===== src/rtl/periph_dispatcher_pkg.sv =====
// Packet-format constants and types shared by the downstream peripheral dispatcher.
package periph_dispatcher_pkg;

    localparam int usb_packet_width = 32;
    localparam int num_peripherals  = 8;
    localparam int PKT_ADDR_MSB     = 31;
    localparam int PKT_ADDR_LSB     = 29;

    typedef logic [PKT_ADDR_MSB-PKT_ADDR_LSB:0] periph_addr_t;

    typedef enum logic {
        ST_IDLE = 1'b0,
        ST_HOLD = 1'b1
    } disp_state_t;

endpackage


===== src/rtl/periph_dispatcher_sat_counter.sv =====
// Saturating event counter: counts i_inc pulses, sticks at all-ones instead of wrapping.
module sat_counter #(
    parameter int WIDTH = 16
) (
    input  logic             clk,
    input  logic             rst,
    input  logic             i_inc,
    output logic [WIDTH-1:0] o_count
);

    logic [WIDTH-1:0] r_count;

    // Count register with saturation at the maximum value
    always_ff @(posedge clk or posedge rst) begin
        if (rst) begin
            r_count <= '0;
        end else if (i_inc && (r_count != {WIDTH{1'b1}})) begin
            r_count <= r_count + WIDTH'(1);
        end
    end

    assign o_count = r_count;

endmodule


===== src/rtl/periph_dispatcher.sv =====
// Downstream router: pops FWFT packets and strobes exactly one peripheral tx port,
// dropping packets whose target is not ready or stays full past the stall timeout.
module periph_dispatcher
    import periph_dispatcher_pkg::*;
#(
    parameter int NUM_PERIPHERALS = num_peripherals,
    parameter int ADDR_WIDTH      = $bits(periph_addr_t),
    parameter int STALL_TIMEOUT   = 1024,
    parameter int CNT_WIDTH       = 16
) (
    input  logic                        clk,
    input  logic                        rst,
    input  logic                        enable,
    input  logic [usb_packet_width-1:0] fifo_dout,
    input  logic                        fifo_empty,
    output logic                        fifo_rd_en,
    input  logic [NUM_PERIPHERALS-1:0]  periph_ready,
    input  logic [NUM_PERIPHERALS-1:0]  periph_tx_full,
    output logic [usb_packet_width-1:0] periph_tx_data,
    output logic [NUM_PERIPHERALS-1:0]  periph_tx_valid,
    output logic [CNT_WIDTH-1:0]        fwd_count,
    output logic [CNT_WIDTH-1:0]        drop_count,
    output logic [CNT_WIDTH-1:0]        timeout_count,
    output logic                        busy
);

    localparam int                 STALL_W      = (STALL_TIMEOUT > 1) ? $clog2(STALL_TIMEOUT) : 1;
    localparam int                 STALL_LAST_I = (STALL_TIMEOUT > 0) ? (STALL_TIMEOUT - 1) : 0;
    localparam logic [STALL_W-1:0] STALL_LAST   = STALL_W'(STALL_LAST_I);
    localparam logic               TIMEOUT_EN   = (STALL_TIMEOUT != 0);

    disp_state_t                 r_state;
    disp_state_t                 w_next_state;
    logic [usb_packet_width-1:0] r_hold;
    logic [STALL_W-1:0]          r_stall_cnt;
    logic [ADDR_WIDTH-1:0]       w_addr;
    logic                        w_holding;
    logic                        w_tgt_ready;
    logic                        w_tgt_full;
    logic                        w_deliver;
    logic                        w_nr_drop;
    logic                        w_to_drop;
    logic                        w_resolve;
    logic                        w_pop;

    assign w_addr = r_hold[PKT_ADDR_MSB -: ADDR_WIDTH];

    // Resolution terms and next-state; a pop is blocked while rst is high so no word is lost
    always_comb begin
        w_holding   = (r_state == ST_HOLD);
        w_tgt_ready = periph_ready[w_addr];
        w_tgt_full  = periph_tx_full[w_addr];
        w_deliver   = w_holding & w_tgt_ready & ~w_tgt_full;
        w_nr_drop   = w_holding & ~w_tgt_ready;
        w_to_drop   = w_holding & w_tgt_ready & w_tgt_full & TIMEOUT_EN
                      & (r_stall_cnt == STALL_LAST);
        w_resolve   = w_deliver | w_nr_drop | w_to_drop;
        w_pop       = enable & ~fifo_empty & ~rst & (~w_holding | w_resolve);

        w_next_state = r_state;
        case (r_state)
            ST_IDLE: begin
                if (w_pop) w_next_state = ST_HOLD;
                else       w_next_state = ST_IDLE;
            end
            ST_HOLD: begin
                if (w_pop)          w_next_state = ST_HOLD;
                else if (w_resolve) w_next_state = ST_IDLE;
                else                w_next_state = ST_HOLD;
            end
            default: w_next_state = ST_IDLE;
        endcase
    end

    // State, held packet and stall counter; a pop always restarts the stall count
    always_ff @(posedge clk or posedge rst) begin
        if (rst) begin
            r_state     <= ST_IDLE;
            r_hold      <= '0;
            r_stall_cnt <= '0;
        end else begin
            r_state <= w_next_state;
            if (w_pop) begin
                r_hold      <= fifo_dout;
                r_stall_cnt <= '0;
            end else if (w_holding && !w_resolve) begin
                r_stall_cnt <= r_stall_cnt + STALL_W'(1);
            end
        end
    end

    // One-hot write strobe decoded from the held header only
    always_comb begin
        periph_tx_valid = '0;
        if (w_deliver) periph_tx_valid[w_addr] = 1'b1;
        else           periph_tx_valid = '0;
    end

    assign fifo_rd_en     = w_pop;
    assign periph_tx_data = r_hold;
    assign busy           = w_holding;

    sat_counter #(.WIDTH(CNT_WIDTH)) u_fwd_cnt (
        .clk     (clk),
        .rst     (rst),
        .i_inc   (w_deliver),
        .o_count (fwd_count)
    );

    sat_counter #(.WIDTH(CNT_WIDTH)) u_drop_cnt (
        .clk     (clk),
        .rst     (rst),
        .i_inc   (w_nr_drop),
        .o_count (drop_count)
    );

    sat_counter #(.WIDTH(CNT_WIDTH)) u_timeout_cnt (
        .clk     (clk),
        .rst     (rst),
        .i_inc   (w_to_drop),
        .o_count (timeout_count)
    );

endmodule


===== config.mk =====
export PLATFORM = sky130hd
export DESIGN_NAME = periph_dispatcher
export DESIGN_NICKNAME = d
export VERILOG_FILES = /design/src/rtl/periph_dispatcher_pkg.sv /design/src/rtl/periph_dispatcher_sat_counter.sv /design/src/rtl/periph_dispatcher.sv
export SDC_FILE = /design/constraint.sdc
export NUM_CORES = 1
export LEC_CHECK = 0
export CORE_MARGIN = 3
export CORE_UTILIZATION = 35
export DETAILED_ROUTE_END_ITERATION = 8
export PLACE_DENSITY = 0.74
export SYNTH_ARGS = -nofsm -noshare
export SYNTH_HDL_FRONTEND = slang
export SYNTH_SLANG_ARGS = --single-unit

===== constraint.sdc =====
create_clock -name clk -period 5.4 [get_ports clk]
set_clock_uncertainty 0.15 [all_clocks]
set_input_delay 1.08 -clock clk [delete_from_list [all_inputs] [get_ports clk]]
set_output_delay 1.08 -clock clk [all_outputs]
set_load 0.02 [all_outputs]

==> metrics <==
syn nets=434; Synth top area share=50.6%; Vias=3,355; outcome=completed; setup TNS=0 ns; yosys warns=0; clk_lat worst skew=0.34 ns; Post-synth EDFFs=0; Vias/cell=4.85; worst relative slew slack=39.2%; Hold Path Class=reg2reg; first-pass GRT wire length=16.7 mm; DRT Wirelength=10.1 mm; Post-Synthesis Cells=378; P_sw=606 uW; drt initial violations=169; CP Max Fanout=5; post-DP HPWL=7.55 mm; Fin. Hold Viols=0; DRC Markers=0; Final Instance Area=6360 um^2; cell with the most instances after synthesis=dfrtp_1; Total GRT Usage=14.5%; Final setup viols=0; Hold Buf Count CTS=0; grt total ovfl=0; DRT antenna net count=0; CTS tree=built; DRT Pass-1 Iters=4; Clock H-tree levels=3; initial antenna violation count=0; most frequent cells after synthesis=dfrtp_1, mux2_1, xnor2_1, nand3_1, nand2_1; Worst Path Required=4.17 ns; PortBufs=141; initial core utilization=36.6%; setup repair bufs after CTS=0; Primary FF master, synth=dfrtp_1; drt wl/cell=14.6 um; power per cell area=327 nW/um^2; Slew Viols, Final=0; Area Growth Syn to Fin=41.2%; WS Path Type=in2out; syn avg cell area=11.9 um^2; crit share post-route=84.2%; Critical Path Start Type=input port; maximum vdd drop=0.209 mV; CTS sink cnt=91; Layout Nets=575; die area=14,300 um^2; Synth Register Bits=91; kind of end point of the critical path=primary output; Logic pwr share=24.3%; ys async rst share=100%; Sw Share=29.1%; internal cell power=1470 uW; clock power share=34.5%; Tightest Pin Transition=0.912 ns; cts bufs inserted=9; CTS max path bufs=2; Diodes inserted=0; Ports=142; Max Clk Rate=0.220 GHz; Die Wd=119 um; CP arrival=3.32 ns; cell area after placement=6020 um^2; sequential fraction of the synthesis area=50.6%; largest net degree at the start of global routing=64; RSZ-0062 raised after global routing=false; static leakage=0.00270 uW; Seq pwr share=41.2%; FP Rows=40; Root Buffer Master=clkbuf_16; vias in the first global route=3,404; core area=12,300 um^2; minimum clock period=4.55 ns; synth top area cells=dfrtp_1, mux2_1, xnor2_1; Mapped Area=4500 um^2; Die H=119 um; routability cong.=0.799; Synth cell types=55; fill cell total of the finished layout=1,128; layout cell share with drive strength beyond 1=8.97%; post_cts resized=0; clk slew on worst S/H paths=0.06 ns; cell taking the most area after synthesis=dfrtp_1; Max Cap Violations=0
-- metrics by stage --
stage | total power [uW] | utilization (%) | std cells | hold WS [ns] | worst slack (ns)
finish | 2080 | 51.6 | 692 | 0.343 | 0.855
detailed placement | 1380 | 48.9 | 676 | 0.331 | 0.866
floorplan | 1150 | - | 378 | 0.341 | 1.66
CTS | 2110 | 51.6 | 692 | 0.345 | 0.849
global placement | 1370 | 48.9 | 676 | 0.324 | 0.887
global route | 2180 | 51.6 | 692 | 0.366 | 0.718
-- power groups by stage --
| stage | Combinational, uW | Clock, uW | Sequential (uW) |
|---|---|---|---|
| detailed placement | 514 | 0 | 870 |
| global route | 541 | 768 | 874 |
| CTS | 515 | 733 | 858 |
| finish | 506 | 717 | 856 |
| floorplan | 214 | 0 | 935 |
| global placement | 506 | 0 | 865 |
-- state kept, by name (all words and copies together), names as in the netlist --
name	cells
u_drop_cnt.o_count	16
u_fwd_cnt.o_count	16
u_timeout_cnt.o_count	16
periph_tx_data	32
r_stall_cnt	10
busy	1
-- layout by cell type, fill, tap and decap left out, types with 2 or more instances in the layout --
cell,count
a211oi_2,2
nor2b_1,2
nor3_2,3
clkinv_2,2
inv_1,13
nor2_1,18
nand4_1,15
nor4_2,2
nor4b_4,2
nor3b_1,4
nand2_1,22
xnor2_1,28
mux2_2,6
nand3_1,24
a211o_1,4
mux2_1,29
nor3_1,13
a22o_1,2
o21ai_1,2
buf_4,2
mux2i_1,7
nor4_1,2
ha_1,4
xor2_1,18
and2_1,8
and4_1,4
clkdlybuf4s50_1,141
clkbuf_16,9
dfrtp_1,91
and3_1,13
bufinv_16,3
-- cell families after synthesis --
kind of cell / Yosys count / synth area share, %
flops: 91 / 50.6
mux: 42 / 10.3
simple gates: 142 / 19.3
xor+xnor: 46 / 8.95
buf+inv: 27 / 3.92
fa+ha+maj: 4 / 1.11
compound gates: 26 / 5.86
-- final cells by class --
type                       count  area, um^2  area share [%]
multi-input combinational    260        2050            32.2
clock inverter                 7         116            1.83
timing repair buffer         143        1430            22.4
sequential                    91        2280            35.8
inverter                      14        55.1           0.866
clock buffer                   9         225            3.54
tap                          168         210            3.31
-- worst paths after layout --
path / startpoint / end / slack (ns) / cells after the start
worst max-delay path: periph_tx_full[0] / periph_tx_valid[0] / 0.85 / 7
worst min-delay path: u_drop_cnt.o_count[11]$_DFFE_PP0P_ / u_drop_cnt.o_count[11]$_DFFE_PP0P_ / 0.34 / 1
worst max register to register: periph_tx_data[29]$_DFFE_PP0P_ / periph_tx_data[13]$_DFFE_PP0P_ / 2.43 / 7
worst min register to register: u_drop_cnt.o_count[11]$_DFFE_PP0P_ / u_drop_cnt.o_count[11]$_DFFE_PP0P_ / 0.34 / 1
max in group asynchronous: rst / u_drop_cnt.o_count[9]$_DFFE_PP0P_ / 3.12 / 3
min in group asynchronous: rst / r_stall_cnt[0]$_DFFE_PP0P_ / 1.12 / 2
-- routing by layer --
metal | track usage, % | part of all wire [%] | vias to the layer above | wire length (um)
met1 | 17.8 | 43 | 1621 | 4330
met4 | 7.09 | 2.6 | 0 | 262
met2 | 23.8 | 50 | 83 | 5060
met5 | 0 | 0 | - | 0
li1 | - | - | 1633 | -
met3 | 3.42 | 4.5 | 18 | 450
-- worst max-delay path: stages --
cell and delay (ns):
clkdlybuf4s50_1 0.41, mux2i_1 0.14, o21ai_1 0.11, a211oi_2 0.50, nand2_1 0.20, nor4_1 0.22
clkdlybuf4s50_1 0.66
Note: power is estimated with default switching activity, not from simulation.
